==> src/rtl/dnn_pkg.sv <==
// dnn_pkg: shared neuron value, index and tx state types for the DNN layer interface
package dnn_pkg;
    localparam int DATA_W    = 5;
    localparam int N_NEURONS = 4;
    localparam int IDX_W     = $clog2(N_NEURONS);

    typedef logic signed [DATA_W-1:0] neuron_t;
    typedef logic [IDX_W-1:0]         idx_t;
    typedef enum logic {IDLE, SEND}   tx_state_t;
endpackage

==> src/rtl/output_layer_tx_if.sv <==
// output_layer_tx_if: vector capture and beat stream signals; OUTPUT_LAYER_ARGMAX_EN adds class_idx/class_valid
interface output_layer_tx_if;
    import dnn_pkg::*;
    logic    input_ready;
    neuron_t in0, in1, in2, in3;
    logic    in_accept;
    neuron_t out_data;
    idx_t    out_idx;
    logic    out_valid;
    logic    out_ready;
    logic    out_last;
    logic    overrun;
`ifdef OUTPUT_LAYER_ARGMAX_EN
    idx_t    class_idx;
    logic    class_valid;
    modport master (
        input  input_ready, in0, in1, in2, in3, out_ready,
        output in_accept, out_data, out_idx, out_valid, out_last, overrun, class_idx, class_valid
    );
    modport slave (
        output input_ready, in0, in1, in2, in3, out_ready,
        input  in_accept, out_data, out_idx, out_valid, out_last, overrun, class_idx, class_valid
    );
`else
    modport master (
        input  input_ready, in0, in1, in2, in3, out_ready,
        output in_accept, out_data, out_idx, out_valid, out_last, overrun
    );
    modport slave (
        output input_ready, in0, in1, in2, in3, out_ready,
        input  in_accept, out_data, out_idx, out_valid, out_last, overrun
    );
`endif
endinterface

==> src/rtl/output_layer_tx_argmax_tracker.sv <==
// argmax_tracker: running signed max over transferred beats; ties keep the lower index
module argmax_tracker
    import dnn_pkg::*;
(
    input  logic    clk,
    input  logic    rst_n,
    input  logic    beat,
    input  neuron_t value,
    input  idx_t    index,
    input  logic    first,
    input  logic    last,
    output idx_t    class_idx,
    output logic    class_valid
);
    neuron_t max_q;
    idx_t    arg_q;
    logic    take;

    assign take = first || (value > max_q);

    // track the best beat so far and publish it one cycle after the last beat
    always_ff @(posedge clk or negedge rst_n) begin
        if (!rst_n) begin
            max_q       <= '0;
            arg_q       <= '0;
            class_idx   <= '0;
            class_valid <= 1'b0;
        end else begin
            class_valid <= beat && last;
            if (beat && take) begin
                max_q <= value;
                arg_q <= index;
            end
            if (beat && last) class_idx <= take ? index : arg_q;
        end
    end
endmodule

==> src/rtl/output_layer_tx.sv <==
// output_layer_tx: captures a 4-neuron vector and streams it one beat per handshake; OUTPUT_LAYER_ARGMAX_EN adds argmax
module output_layer_tx
    import dnn_pkg::*;
(
    input  logic              clk,
    input  logic              rst_n,
    output_layer_tx_if.master bus
);
    tx_state_t state_q, state_d;
    neuron_t   vec_q [N_NEURONS];
    idx_t      idx_q;
    logic      overrun_q;
    logic      send, last_beat, xfer, accept, capture;

    // state register; async reset drops out_valid immediately
    always_ff @(posedge clk or negedge rst_n) begin
        if (!rst_n) state_q <= IDLE;
        else        state_q <= state_d;
    end

    // next state and beat outputs; in_accept is combinational from out_ready so the last beat can overlap a capture
    always_comb begin
        send          = state_q == SEND;
        last_beat     = idx_q == idx_t'(N_NEURONS - 1);
        xfer          = send && bus.out_ready;
        accept        = !send || (last_beat && bus.out_ready);
        capture       = bus.input_ready && accept;
        state_d       = capture ? SEND : (xfer && last_beat) ? IDLE : state_q;
        bus.in_accept = accept;
        bus.out_valid = send;
        bus.out_data  = send ? vec_q[idx_q] : '0;
        bus.out_idx   = send ? idx_q : '0;
        bus.out_last  = send && last_beat;
        bus.overrun   = overrun_q;
    end

    // capture buffer, beat index and sticky overrun on a refused vector
    always_ff @(posedge clk or negedge rst_n) begin
        if (!rst_n) begin
            vec_q     <= '{default: '0};
            idx_q     <= '0;
            overrun_q <= 1'b0;
        end else begin
            if (bus.input_ready && !accept) overrun_q <= 1'b1;
            if (capture) begin
                vec_q <= '{bus.in0, bus.in1, bus.in2, bus.in3};
                idx_q <= '0;
            end else if (xfer) begin
                idx_q <= idx_q + idx_t'(1);
            end
        end
    end

`ifdef OUTPUT_LAYER_ARGMAX_EN
    argmax_tracker u_argmax (
        .clk         (clk),
        .rst_n       (rst_n),
        .beat        (xfer),
        .value       (bus.out_data),
        .index       (idx_q),
        .first       (idx_q == '0),
        .last        (last_beat),
        .class_idx   (bus.class_idx),
        .class_valid (bus.class_valid)
    );
`endif
endmodule
==> src/flat_wrapper.sv <==
// flat-port wrapper written by rule: the top's interface ports become plain ports
module output_layer_tx_flat import dnn_pkg::*;
  (clk, rst_n, bus_input_ready, bus_in0, bus_in1, bus_in2, bus_in3, bus_out_ready, bus_in_accept, bus_out_data, bus_out_idx, bus_out_valid, bus_out_last, bus_overrun);
  output_layer_tx_if bus_i ();
  input  logic clk;
  input  logic rst_n;
  input wire logic [$bits(bus_i.input_ready)-1:0] bus_input_ready;
  input wire logic [$bits(bus_i.in0)-1:0] bus_in0;
  input wire logic [$bits(bus_i.in1)-1:0] bus_in1;
  input wire logic [$bits(bus_i.in2)-1:0] bus_in2;
  input wire logic [$bits(bus_i.in3)-1:0] bus_in3;
  input wire logic [$bits(bus_i.out_ready)-1:0] bus_out_ready;
  output wire logic [$bits(bus_i.in_accept)-1:0] bus_in_accept;
  output wire logic [$bits(bus_i.out_data)-1:0] bus_out_data;
  output wire logic [$bits(bus_i.out_idx)-1:0] bus_out_idx;
  output wire logic [$bits(bus_i.out_valid)-1:0] bus_out_valid;
  output wire logic [$bits(bus_i.out_last)-1:0] bus_out_last;
  output wire logic [$bits(bus_i.overrun)-1:0] bus_overrun;
  assign bus_i.input_ready = bus_input_ready;
  assign bus_i.in0 = bus_in0;
  assign bus_i.in1 = bus_in1;
  assign bus_i.in2 = bus_in2;
  assign bus_i.in3 = bus_in3;
  assign bus_i.out_ready = bus_out_ready;
  assign bus_in_accept = bus_i.in_accept;
  assign bus_out_data = bus_i.out_data;
  assign bus_out_idx = bus_i.out_idx;
  assign bus_out_valid = bus_i.out_valid;
  assign bus_out_last = bus_i.out_last;
  assign bus_overrun = bus_i.overrun;
  output_layer_tx u_core (.clk(clk), .rst_n(rst_n), .bus(bus_i));
endmodule
==> config.mk <==
export PLATFORM = sky130hd
export DESIGN_NAME = output_layer_tx_flat
export DESIGN_NICKNAME = d
export VERILOG_FILES = /design/src/rtl/dnn_pkg.sv /design/src/rtl/output_layer_tx_if.sv /design/src/rtl/output_layer_tx_argmax_tracker.sv /design/src/rtl/output_layer_tx.sv /design/src/flat_wrapper.sv
export SDC_FILE = /design/constraint.sdc
export NUM_CORES = 1
export LEC_CHECK = 0
export BUFFER_PORTS_ARGS = -buffer_cell sky130_fd_sc_hd__buf_2
export CAP_MARGIN = 30
export CORE_MARGIN = 5
export CORE_UTILIZATION = 45
export DETAILED_ROUTE_END_ITERATION = 12
export PLACE_DENSITY = 0.75
export SKIP_LAST_GASP = 1
export SYNTH_ARGS = -nofsm -noshare
export SYNTH_HDL_FRONTEND = slang
export SYNTH_SLANG_ARGS = --single-unit
==> constraint.sdc <==
create_clock -name clk -period 2.1 [get_ports clk]
set_input_delay 0.315 -clock clk [delete_from_list [all_inputs] [get_ports clk]]
set_output_delay 0.315 -clock clk [all_outputs]
set_load 0.005 [all_outputs]
== Word level (Yosys, flattened, before mapping) ==
Cells that the tools add are included.

* Output and inout bits: 11
* Input port bits: 24
* Word-level logic and storage cells: 31
* Register bits: 24

* Magnitude comparators: 1
* Add/subtract/negate cells: 1
* Reduce and logical (&&, ||, !) cells: 11
* Multiplexer cells: 9
* Equal/unequal tests: 1
* Bitwise operators: 1

{| class="wikitable"
|+ Operators by type and width
! cell !! count
|-
| $mux 5 || 3
|-
| $bmux 5 s2 || 1
|-
| $logic_and 1x1->1 || 6
|-
| $mux 2 || 3
|-
| $reduce_bool 2->1 || 2
|-
| $ge 3x3->1 const B || 1
|-
| $not 2->3 || 1
|-
| $add 2x1->2 const B || 1
|-
| $eq 2x2->1 const B || 1
|-
| $logic_not 1->1 || 2
|-
| $mux 1 || 2
|-
| $logic_or 1x1->1 || 1
|}

== Longest topological paths before layout ==
Gate-level depths: netlist of the first run.

* Word-level depth: 5
* Gate-level depth with buffers: 5
* Mapped depth without buffers: 4

== Least setup slack after synthesis of the first run ==
No wires, ideal clock.

* Path type: flip-flop to flip-flop
* From: reg u_core.idx_q[0]
* To: reg u_core.vec_q[0] (netlist bit)
* Required time: 1975 ps
* Stages on the path, launching flop included: 6
* Arrival time: 1384 ps
* Setup time: 125 ps
* Clock period less this slack: 1509 ps
* Slack: 591 ps
* Buffers on the path: 1
* Path through: dfrtp_1 -> ha_1 -> a21bo_4 -> nand2_4 -> buf_12 -> mux2_4

* Longest elaborated chain between the ends: 4

{| class="wikitable"
|+ RTL lines
! what !! line !! RTL
|-
| from (decl) || output_layer_tx.sv:11 || <nowiki>idx_t idx_q;</nowiki>
|-
| from (signal assigned) || output_layer_tx.sv:49 || <nowiki>idx_q <= idx_q + idx_t'(1);</nowiki>
|-
| $eq 2x2->1 || output_layer_tx.sv:24 || <nowiki>last_beat = idx_q == idx_t'(N_NEURONS - 1);</nowiki>
|-
| $logic_and 1x1->1 || output_layer_tx.sv:26 || <nowiki>accept = !send || (last_beat && bus.out_ready);</nowiki>
|-
| $logic_or 1x1->1 || output_layer_tx.sv:26 ||
|-
| via bus_in_accept || flat_wrapper.sv:13 || <nowiki>output wire logic [$bits(bus_i.in_accept)-1:0] bus_in_accept;</nowiki>
|-
| $logic_and 1x1->1 || output_layer_tx.sv:27 || <nowiki>capture = bus.input_ready && accept;</nowiki>
|-
| to (signal assigned) || output_layer_tx.sv:46 || <nowiki>vec_q <= '{bus.in0, bus.in1, bus.in2, bus.in3};</nowiki>
|-
| to (decl) || output_layer_tx.sv:10 || <nowiki>neuron_t vec_q [N_NEURONS];</nowiki>
|}

The timed path passes the listed nets, and every way through them passes these cells.
A chain may end at the register's enable or synchronous reset.

== Worst setup path after layout of the first run ==
* From: reg u_core.state_q (netlist: u_core.bus.out_valid)
* To: out bus_out_data[2]

* Longest elaborated chain between the ends: 1

{| class="wikitable"
|+ RTL lines
! what !! line !! RTL
|-
| from (decl) || output_layer_tx.sv:9 || <nowiki>tx_state_t state_q, state_d;</nowiki>
|-
| from (signal assigned) || output_layer_tx.sv:18 || <nowiki>else state_q <= state_d;</nowiki>
|-
| $mux 5 || output_layer_tx.sv:31 || <nowiki>bus.out_data = send ? vec_q[idx_q] : '0;</nowiki>
|-
| to (decl) || flat_wrapper.sv:14 || <nowiki>output wire logic [$bits(bus_i.out_data)-1:0] bus_out_data;</nowiki>
|}

No other way between the ends.

==> results of run 1 <==
[final timing paths]
kind,start,to,slack (ns)
max in group asynchronous,rst_n,u_core.vec_q[7]$_DFFE_PN0P_,1.25
worst max register to register,u_core.idx_q[0]$_DFFE_PN0P_,u_core.vec_q[0]$_DFFE_PN0P_,0.39
worst max-delay path,u_core.bus.out_valid$_DFFE_PN0P_,bus_out_data[2],0.32
min in group asynchronous,rst_n,u_core.bus.overrun$_DFFE_PN0P_,0.49
worst min-delay path,bus_in0[2],u_core.vec_q[17]$_DFFE_PN0P_,0.22
worst min register to register,u_core.bus.overrun$_DFFE_PN0P_,u_core.bus.overrun$_DFFE_PN0P_,0.49
[cell type report]
cell class,count,area (um^2),area share
flip-flops and latches,24,600.6,0.4229
inverters,2,7.507,0.005286
well taps,30,37.54,0.02643
clock buffers,4,36.28,0.02555
multi-input cells,50,550.5,0.3877
repair buffers,36,187.7,0.1322
[registers in the layout, indices dropped and copies added (netlist names)]
register              flops
u_core.idx_q              2
u_core.bus.overrun        1
u_core.bus.out_valid      1
u_core.vec_q             20
[repair_timing]
action	CTS	global route
hold buffers	1	0
buffers inserted	0	0
endpoints found under the hold margin	24	0
[critical path, delay by kind of cell, from the launching register on]
kind	cells	cell delay [ns]
buffers and inverters	1	0.14
and+or+nand+nor	1	0.35
DFF	1	0.47
AOI/OAI and AO/OA	1	0.20
[logic make-up (layout without fill, tap and decap cells)]
kind of cell / Yosys count / after routing
flip-flops: 24 / 24
AO/OA/AOI/OAI: 11 / 11
adder cells (fa/ha/maj): 1 / 1
AND/OR/NAND/NOR: 8 / 8
multiplexers: 30 / 30
buffers and inverters: 5 / 42
[layout by cell type (no fill, tap or decap), drive strengths merged]
cell type / instances
and2: 2
nand2b: 1
a31o: 1
inv: 2
o21bai: 1
or2b: 1
a21oi: 1
a21bo: 1
o22ai: 5
a211oi: 1
clkbuf: 4
a32o: 1
mux2: 20
mux2i: 10
buf: 35
nand2: 4
dlygate4sd3: 1
dfrtp: 24
ha: 1
[where the power goes]
| part | internal, mW | switching [mW] |
|---|---|---|
| sequential | 0.679 | 0.136 |
| clock | 0.106 | 0.135 |
| combinational | 0.593 | 0.362 |
| total | 1.38 | 0.633 |
[per-layer routing]
layer | share of wire | vias up | global-route usage
met1 | 0.40 | 372 | 0.1601
met4 | 0.012 | 0 | 0.04848
met2 | 0.52 | 20 | 0.2317
met3 | 0.071 | 4 | 0.03099
li1 | - | 361 | -
met5 | 0 | - | 0
[metrics by stage]
| stage | util | worst slack [ns] |
|---|---|---|
| final | 0.5630 | 0.3205 |
| after floorplan | - | 0.5907 |
| after global routing | 0.5630 | 0.2158 |
| after CTS | 0.5630 | 0.2983 |
| after detailed placement | 0.5446 | 0.4008 |
| after global placement | 0.5446 | 0.4661 |
==> results.md, run 1 <==
* Vias in the first global route at 816
* Number of synthesized flops with an enable pin at 0
* Hold slack at 0.2223 ns
* Top cells by instance count after synthesis: dfrtp_1 (24), mux2_4 (20), mux2i_1 (10), o22ai_1 (5), nand2_1 (3)
* Post-Synth XOR/XNOR Area at 0
* Main synth FF type: dfrtp_1
* Tcrit/Tclk final at 0.8474
* Die Wd at 61.72 um
* Yosys warnings at 0
* IO Count at 35
* Placed inst area at 0.001374 mm^2
* Register area share after synthesis at 0.4990
* RSZ-0062 raised after global routing: false
* Final Hold Fails at 0
* Via count at 757
* Post-synthesis cell type count at 19
* Clk_lat worst skew at 0.31 ns
* TritonCTS sink count at 24
* Final Non-Filler Cells at 146
* Final antenna-violating net count at 0
* Worst min path class: in2reg
* Post-Syn Nets at 104
* Seq cells post-synth at 24
* Max VDD drop at 0.8325 mV
* PwrDens at 1416 mW/mm^2
* Largest family of logic cells by synthesized area: multiplexers
* First-pass GRT wire length at 3705 um
* Clock Pin Slew Worst Setup and Hold Paths at 0.13 ns
* Placed cell count at 141
* Gr ovfl total at 0
* PortBufs at 34
* Max incr delay on CP at 0.47 ns
* Number of max-cap violations at 0
* CTS max path bufs at 2
* Required @ worst endpoint at 1.78 ns
* Synth Area in Simple Gates at 0.04262
* Via density at 5.185
* Path depth of the worst reg2reg path at 4
* Worst-path fanout max at 8
* Run status: complete, no violations
* Share of the synthesized area in compound gates (AO/OA/AOI/OAI) at 0.07173
* CTS root buf: clkbuf_4
* Finished Cell Area at 0.001420 mm^2
* CTS tree: built
* # nets final at 142
* Final min period at 1.779 ns
* Netlist Area Pre-Place at 0.001204 mm^2
* Htree depth at 1
* P_leak at 0.7626 nW
* Max stage delay cell, worst path: dfrtp_1
* Crit path kind: reg2out
* Cts repair resizes at 0
* Num rows at 18
* Most common cell in the netlist: dfrtp_1
* Share of cells above drive strength 1 at 0.5517
* Global Route Usage Sum at 0.1330
* Worst-Margin Slew at 0.5266 ns
* Mean Syn Cell Area at 15.24 um^2
* ANT cells at 0
* Total power draw at 2.011 mW
* Slew headroom at 0.6490
* Post-synthesis async set-or-reset flop share at 1.000
* DRT Wirelength at 2281 um
* DRT Pass-1 Iters at 4
* Cell taking the most area after synthesis: dfrtp_1
* DRC viols at 0
* Die Ht at 61.72 um
* CTS buffer count at 3
* Top cells by area, synth: dfrtp_1 (50%), mux2_4 (25%), mux2i_1 (8.3%), buf_12 (3.3%), o22ai_1 (2.6%)
* Endpoints failing setup at 0
* Pins Over Slew Limit at 0
* DRT iter0 DRCs at 5
* Mux contribution to synthesized area at 0.3326
* Pin count of the biggest net entering global routing at 25
* Synth Instances at 79
* Setup TNS at 0 ns
* Clock skew at 0.001083 ns
* Detail-routed net length per standard cell at 15.62 um
* Layout area overhead at 17.98%
* WP data arrival at 1.46 ns
* Fill count at 216
* Synth Area in Adders at 0.01040
* Starting Density at 0.4772
* Fmax at 562.0 MHz
* Setup crit end kind: output pin
* Synth top area share at 0.4990
* Core area at 0.002522 mm^2
* CP Cell Sequence: or2b_1 > o22ai_1 > buf_2
* Critical Path Start Type: register
* WHS Path Cells at 2
* Post-DP HPWL at 1684 um
* Placer Congestion at 0.7635
* Initial antenna violation count at 0
* Die area at 0.003809 mm^2
Power figures use the tool's default switching activity.
==> run 2, diff against run 1 <==
==> constraint.sdc (replaced) <==
create_clock -name clk -period 1.85 [get_ports clk]
set_input_delay 0.2775 -clock clk [delete_from_list [all_inputs] [get_ports clk]]
set_output_delay 0.2775 -clock clk [all_outputs]
set_load 0.005 [all_outputs]
==> run 2 against run 1 <==
Register-to-register slack worse by 0.25 ns. Global-route usage up 0.18 points. Via count down 2.4%. Critical endpoint is now bus_out_data[1]. Largest cell class unchanged. Highest routed layer unchanged.
==> results.md, run 2 (synthesized netlist as in run 1, its figures left out) <==
* Max reg flops at 20 (unchanged)
* CTS buffer count at 3 (unchanged)
* DRT iter0 DRCs at 16 (was 5)
* Endpoints failing setup at 0 (unchanged)
* Commonest non-fill, non-tap cells in the layout: buf_2 (34), dfrtp_1 (24), mux2_4 (20), mux2i_1 (10), o22ai_1 (5) (unchanged)
* Layout area overhead at 16.84% (was 17.98%)
* Sw Ratio at 0.3156 (was 0.3149)
* Required @ worst endpoint at 1.57 ns (was 1.78 ns)
* Starting Density at 0.4772 (unchanged)
* Final min period at 1.719 ns
* Via density at 5.097 (was 5.185)
* IO Count at 35 (unchanged)
* Setup crit end kind: output pin (unchanged)
* Clock skew at 0.003861 ns (was 0.001083 ns)
* First-pass GRT wire length at 3801 um (was 3705 um)
* Clock network power share at 0.096 (was 0.120)
* RSZ-0062 raised after global routing: false (unchanged)
* Pins Over Slew Limit at 0 (unchanged)
* Clock Pin Slew Worst Setup and Hold Paths at 0.12 ns (was 0.13 ns)
* Net switching power at 0.7003 mW (was 0.6333 mW)
* CTS max path bufs at 2 (unchanged)
* Max VDD drop at 0.8272 mV (was 0.8325 mV)
* Finished Cell Area at 0.001406 mm^2 (was 0.001420 mm^2)
* Setup Fix Bufs, Post-CTS at 0 (unchanged)
* ANT cells at 0 (unchanged)
* Combinational share of power at 0.490 (was 0.475)
* WP data arrival at 1.44 ns (was 1.46 ns)
* Run status: complete, no violations (unchanged)
* Final antenna-violating net count at 0 (unchanged)
* Most common cell after layout, fill and taps aside: buf_2 (unchanged)
* CTS tree: built (unchanged)
* Setup TNS at 0 ns (unchanged)
* Vias in the first global route at 824 (was 816)
* Share of cells above drive strength 1 at 0.5478 (was 0.5517)
* # nets final at 142 (unchanged)
* Global Route Usage Sum at 0.1347 (was 0.1330)
* PortBufs at 34 (unchanged)
* Biggest regs: u_core.vec_q: 20 flops, u_core.idx_q: 2 flops (unchanged)
* Final Hold Fails at 0 (unchanged)
* Clk_lat worst skew at 0.30 ns (was 0.31 ns)
* Via count at 739 (was 757)
* Crit path kind: reg2out (unchanged)
* Critical Path Start Type: register (unchanged)
* Sequential power share at 0.414 (was 0.405)
* DRT Wirelength at 2203 um (was 2281 um)
* Setup WS post-layout at 0.1314 ns (was 0.3205 ns)
* Detail-routed net length per standard cell at 15.19 um (was 15.62 um)
* Die area at 0.003809 mm^2 (unchanged)
* Initial antenna violation count at 0 (unchanged)
* Pin count of the biggest net entering global routing at 25 (unchanged)
* Number of max-cap violations at 0 (unchanged)
* Htree depth at 1 (unchanged)
* Die Wd at 61.72 um (unchanged)
* Tcrit/Tclk final at 0.9289
* TritonCTS sink count at 24 (unchanged)
* Internal portion of total power at 1.518 mW (was 1.378 mW)
* Placed inst area at 0.001374 mm^2 (unchanged)
* Num rows at 18 (unchanged)
* DRT Pass-1 Iters at 3 (was 4)
* DP Worst Slack at 0.1494 ns (was 0.4008 ns)
* Hold slack at 0.1980 ns (was 0.2223 ns)
* Fin util at 0.5575 (was 0.5630)
* Slew headroom at 0.6441 (was 0.6490)
* Die Ht at 61.72 um (unchanged)
* Worst-Margin Slew at 0.5338 ns (was 0.5266 ns)
* Worst min path class: in2reg (unchanged)
* Reg with most FFs: u_core.vec_q (unchanged)
* PwrDens at 1578 mW/mm^2 (was 1416 mW/mm^2)
* DRC viols at 0 (unchanged)
* Worst-path fanout max at 8 (unchanged)
* P_leak at 0.7554 nW (was 0.7626 nW)
* CTS root buf: clkbuf_4 (unchanged)
* Fill count at 225 (was 216)
* Placer Congestion at 0.7620 (was 0.7635)
* Fmax at 581.9 MHz
* Gr ovfl total at 0 (unchanged)
* Core area at 0.002522 mm^2 (unchanged)
## run 2: path summary, 6_finish.rpt
kind / start / to / slack (ns) / cells past startpoint
setup / recovery: u_core.bus.out_valid$_DFFE_PN0P_ / bus_out_data[1] / 0.13 / 3
hold / removal: bus_in2[2] / u_core.vec_q[7]$_DFFE_PN0P_ / 0.20 / 2
setup reg to reg: u_core.idx_q[0]$_DFFE_PN0P_ / u_core.vec_q[13]$_DFFE_PN0P_ / 0.14 / 4
max in group asynchronous: rst_n / u_core.vec_q[18]$_DFFE_PN0P_ / 1.01 / 2
min in group asynchronous: rst_n / u_core.vec_q[2]$_DFFE_PN0P_ / 0.47 / 2
hold reg to reg: u_core.bus.overrun$_DFFE_PN0P_ / u_core.bus.overrun$_DFFE_PN0P_ / 0.49 / 1
## run 2: metrics by stage
stage,instances,power [mW]
CTS,145,2.252
finish,145,2.219
detailed placement,141,2.032
global placement,141,1.984
floorplan,79,1.727
global route,145,2.398
## run 2: power by group through the flow
stage | Sequential, mW | Combinational (mW) | Clock (mW)
2_1_floorplan | 0.892 | 0.835 | 0
3_3_place_gp | 0.919 | 1.06 | 0
3_5_place_dp | 0.931 | 1.10 | 0
4_1_cts | 0.920 | 1.11 | 0.225
5_1_grt | 0.958 | 1.19 | 0.248
6_report | 0.919 | 1.09 | 0.212
## run 2: routing by layer
layer	GRT usage	wire length, um
met3	0.04339	159
met1	0.1625	929
met2	0.2407	1098
met4	0.01818	15
met5	0	0
## run 2: cell type report
type                            count  area (um^2)  share of cell area
Inverter                            2        7.507            0.005338
Tap cell                           30        37.54             0.02669
Sequential cell                    24        600.6              0.4270
Timing Repair Buffer               36        187.7              0.1335
Multi-Input combinational cell     50        550.5              0.3915
Clock buffer                        3        22.52             0.01601
## run 2: worst max-delay path: stages (launching register included)
cell and delay, ns:
dfrtp_1 0.45, or2b_1 0.34, o22ai_1 0.21, buf_2 0.15
## run 2: repair_timing
item                                    CTS  global route
hold buffers                              1             0
endpoints found under the hold margin    24             0
resized for setup                         0             0
endpoints found under the setup margin    0             0
==> run 3, diff against run 2 <==
==> constraint.sdc (replaced) <==
create_clock -name clk -period 1.85 [get_ports clk]
set_input_delay 0.0925 -clock clk [delete_from_list [all_inputs] [get_ports clk]]
set_output_delay 0.0925 -clock clk [all_outputs]
set_load 0.005 [all_outputs]
==> run 3 against run 2 <==
Non-clock buffer count increased by 12. Combinational power about the same. Worst hold slack worse by 0.18 ns. Critical endpoint is now u_core.vec_q[13]$_DFFE_PN0P_. Largest cell class unchanged.
==> results.md, run 3 (synthesized netlist as in run 1, its figures left out) <==
* P_leak at 0.8055 nW (was 0.7554 nW)
* Sequential power share at 0.411 (was 0.414)
* Placer Congestion at 0.7620 (unchanged)
* Total power draw at 2.240 mW (was 2.219 mW)
* Run status: complete, no violations (unchanged)
* Fmax at 585.6 MHz (was 581.9 MHz)
* Required @ worst endpoint at 2.04 ns (was 1.57 ns)
* Commonest non-fill, non-tap cells in the layout: buf_2 (34), dfrtp_1 (24), mux2_4 (20), dlygate4sd3_1 (13), mux2i_1 (10) (was buf_2 (34), dfrtp_1 (24), mux2_4 (20), mux2i_1 (10), o22ai_1 (5))
* Clock skew at 0.003981 ns (was 0.003861 ns)
* Endpoints failing setup at 0 (unchanged)
* WHS Path Cells at 2 (unchanged)
* RSZ-0062 raised after global routing: false (unchanged)
* Slew headroom at 0.6437 (was 0.6441)
* Global Route Usage Sum at 0.1351 (was 0.1347)
* Share of cells above drive strength 1 at 0.4961 (was 0.5478)
* Gr ovfl total at 0 (unchanged)
* DRT Pass-1 Iters at 3 (unchanged)
* First-pass GRT wire length at 3815 um (was 3801 um)
* Fill count at 208 (was 225)
* Reg with most FFs: u_core.vec_q (unchanged)
* Combinational share of power at 0.494 (was 0.490)
* Worst reg2reg path startpoint: u_core.idx_q[0]$_DFFE_PN0P_ (unchanged)
* Sw Ratio at 0.3147 (was 0.3156)
* Clock Pin Slew Worst Setup and Hold Paths at 0.12 ns (about the same)
* ANT cells at 0 (unchanged)
* Cts repair resizes at 0 (unchanged)
* Path depth of the worst reg2reg path at 4 (unchanged)
* PortBufs at 34 (unchanged)
* DRT Wirelength at 2331 um (was 2203 um)
* Biggest regs: u_core.vec_q: 20 flops, u_core.idx_q: 2 flops (unchanged)
* DRC viols at 0 (unchanged)
* Die area at 0.003809 mm^2 (unchanged)
* Pins Over Slew Limit at 0 (unchanged)
* Reg2Reg Setup Slack at 0.14 ns (about the same)
* Placed inst area at 0.001374 mm^2 (unchanged)
* Layout area overhead at 26.82% (was 16.84%)
* Htree depth at 1 (unchanged)
* WP data arrival at 1.90 ns (was 1.44 ns)
* Finished Cell Area at 0.001526 mm^2 (was 0.001406 mm^2)
* Core area at 0.002522 mm^2 (unchanged)
* Fin util at 0.6052 (was 0.5575)
* Most common cell after layout, fill and taps aside: buf_2 (unchanged)
* IO Count at 35 (unchanged)
* Final antenna-violating net count at 0 (unchanged)
* CTS buffer count at 3 (unchanged)
* Die Ht at 61.72 um (unchanged)
* PwrDens at 1467 mW/mm^2 (was 1578 mW/mm^2)
* Clock network power share at 0.095 (was 0.096)
* Crit path kind: reg2reg (was reg2out)
* Max stage delay cell, worst path: dfrtp_1 (unchanged)
* Worst-path fanout max at 20 (was 8)
* Via count at 787 (was 739)
* Setup TNS at 0 ns (unchanged)
* Max VDD drop at 0.8383 mV (was 0.8272 mV)
* Min-delay src: bus_in1[0] (was bus_in2[2])
* Die Wd at 61.72 um (unchanged)
* Setup crit end kind: register (was output pin)
* Number of max-cap violations at 0 (unchanged)
* Worst-Margin Slew at 0.5344 ns (was 0.5338 ns)
* Worst hold endpoint: u_core.vec_q[10]$_DFFE_PN0P_ (was u_core.vec_q[7]$_DFFE_PN0P_)
* Num rows at 18 (unchanged)
* Reg-to-Reg End: u_core.vec_q[13]$_DFFE_PN0P_ (unchanged)
* Critical Path Start Type: register (unchanged)
* Net switching power at 0.7049 mW (was 0.7003 mW)
* Tcrit/Tclk final at 0.9231 (was 0.9289)
* Vias in the first global route at 827 (was 824)
* Initial antenna violation count at 0 (unchanged)
* CTS max path bufs at 2 (unchanged)
* # nets final at 154 (was 142)
* CTS root buf: clkbuf_4 (unchanged)
* DRT iter0 DRCs at 14 (was 16)
* Max incr delay on CP at 0.44 ns (was 0.45 ns)
* Detail-routed net length per standard cell at 14.85 um (was 15.19 um)
* Starting Density at 0.4772 (unchanged)
* TritonCTS sink count at 24 (unchanged)
* CTS tree: built (unchanged)
* Final Hold Fails at 0 (unchanged)
* CP Cell Sequence: ha_1 > a21bo_4 > nand2_4 > mux2_4 (was or2b_1 > o22ai_1 > buf_2)
* Pin count of the biggest net entering global routing at 25 (unchanged)
* Final min period at 1.708 ns (was 1.719 ns)
* Worst min path class: in2reg (unchanged)
* Max reg flops at 20 (unchanged)
* Via density at 5.013 (was 5.097)
* Clk_lat worst skew at 0.30 ns (about the same)
* Internal portion of total power at 1.535 mW (was 1.518 mW)
-- run 3: cell types whose count changed in the layout (fill, tap and decap cells not counted) --
cell | before | now
dlygate4sd3_1 | 1 | 13
-- run 3: critical path: cells and delay by family, from the launching register on --
family / cells / cell delay [ns]
flops: 1 / 0.44
mux: 1 / 0.34
simple gates: 1 / 0.31
fa+ha+maj: 1 / 0.27
compound gates: 1 / 0.24
-- run 3: per-stage QoR --
step / hold WS [ns] / worst slack [ns] / cells
final: 0.01931 / 0.1423 / 157
after global routing: 0.001734 / 0.06055 / 157
after CTS: 0.002608 / 0.1284 / 146
after detailed placement: 0.09953 / 0.1494 / 141
after global placement: 0.09378 / 0.2148 / 141
after floorplan: -0.2031 / 0.3407 / 79
-- run 3: final cells by class --
cell class                      count  area, um^2  share of cell area
Clock buffer                        3       22.52             0.01475
Multi-Input combinational cell     50       550.5              0.3607
Sequential cell                    24       600.6              0.3934
Inverter                            2       7.507            0.004918
Timing Repair Buffer               48       307.8              0.2016
Tap cell                           30       37.54             0.02459
-- run 3: routing by layer --
layer | GRT usage | vias to the layer above | part of all wire
met5 | 0 | - | 0
met4 | 0.01818 | 0 | 0.0064
met3 | 0.04339 | 2 | 0.060
met2 | 0.2407 | 18 | 0.52
met1 | 0.1638 | 384 | 0.41
li1 | - | 383 | -
-- run 3: worst max path at each step --
stage               slack, ns                           end                         from  cells past startpoint
global route             0.06  u_core.vec_q[11]$_DFFE_PN0P_  u_core.idx_q[0]$_DFFE_PN0P_                      4
finish                   0.14  u_core.vec_q[13]$_DFFE_PN0P_  u_core.idx_q[0]$_DFFE_PN0P_                      4
detailed placement       0.15   u_core.vec_q[1]$_DFFE_PN0P_  u_core.idx_q[0]$_DFFE_PN0P_                      4
floorplan                0.34   u_core.vec_q[0]$_DFFE_PN0P_  u_core.idx_q[0]$_DFFE_PN0P_                      5
global placement         0.21   u_core.vec_q[0]$_DFFE_PN0P_  u_core.idx_q[0]$_DFFE_PN0P_                      4
CTS                      0.13   u_core.vec_q[8]$_DFFE_PN0P_  u_core.idx_q[0]$_DFFE_PN0P_                      4
-- run 3: timing repair --
item                                   4_1_cts  5_1_grt
endpoints found under the hold margin       25       11
hold buffers                                 2       11
setup buffers                                0        0
-- run 3: power by group through the flow --
stage                     sequential (mW)  combinational, mW  clock [mW]
after floorplan                     0.892              0.835           0
after global placement              0.919               1.06           0
after detailed placement            0.931               1.10           0
after CTS                           0.920               1.11       0.225
after global routing                0.958               1.21       0.248
final                               0.920               1.11       0.213
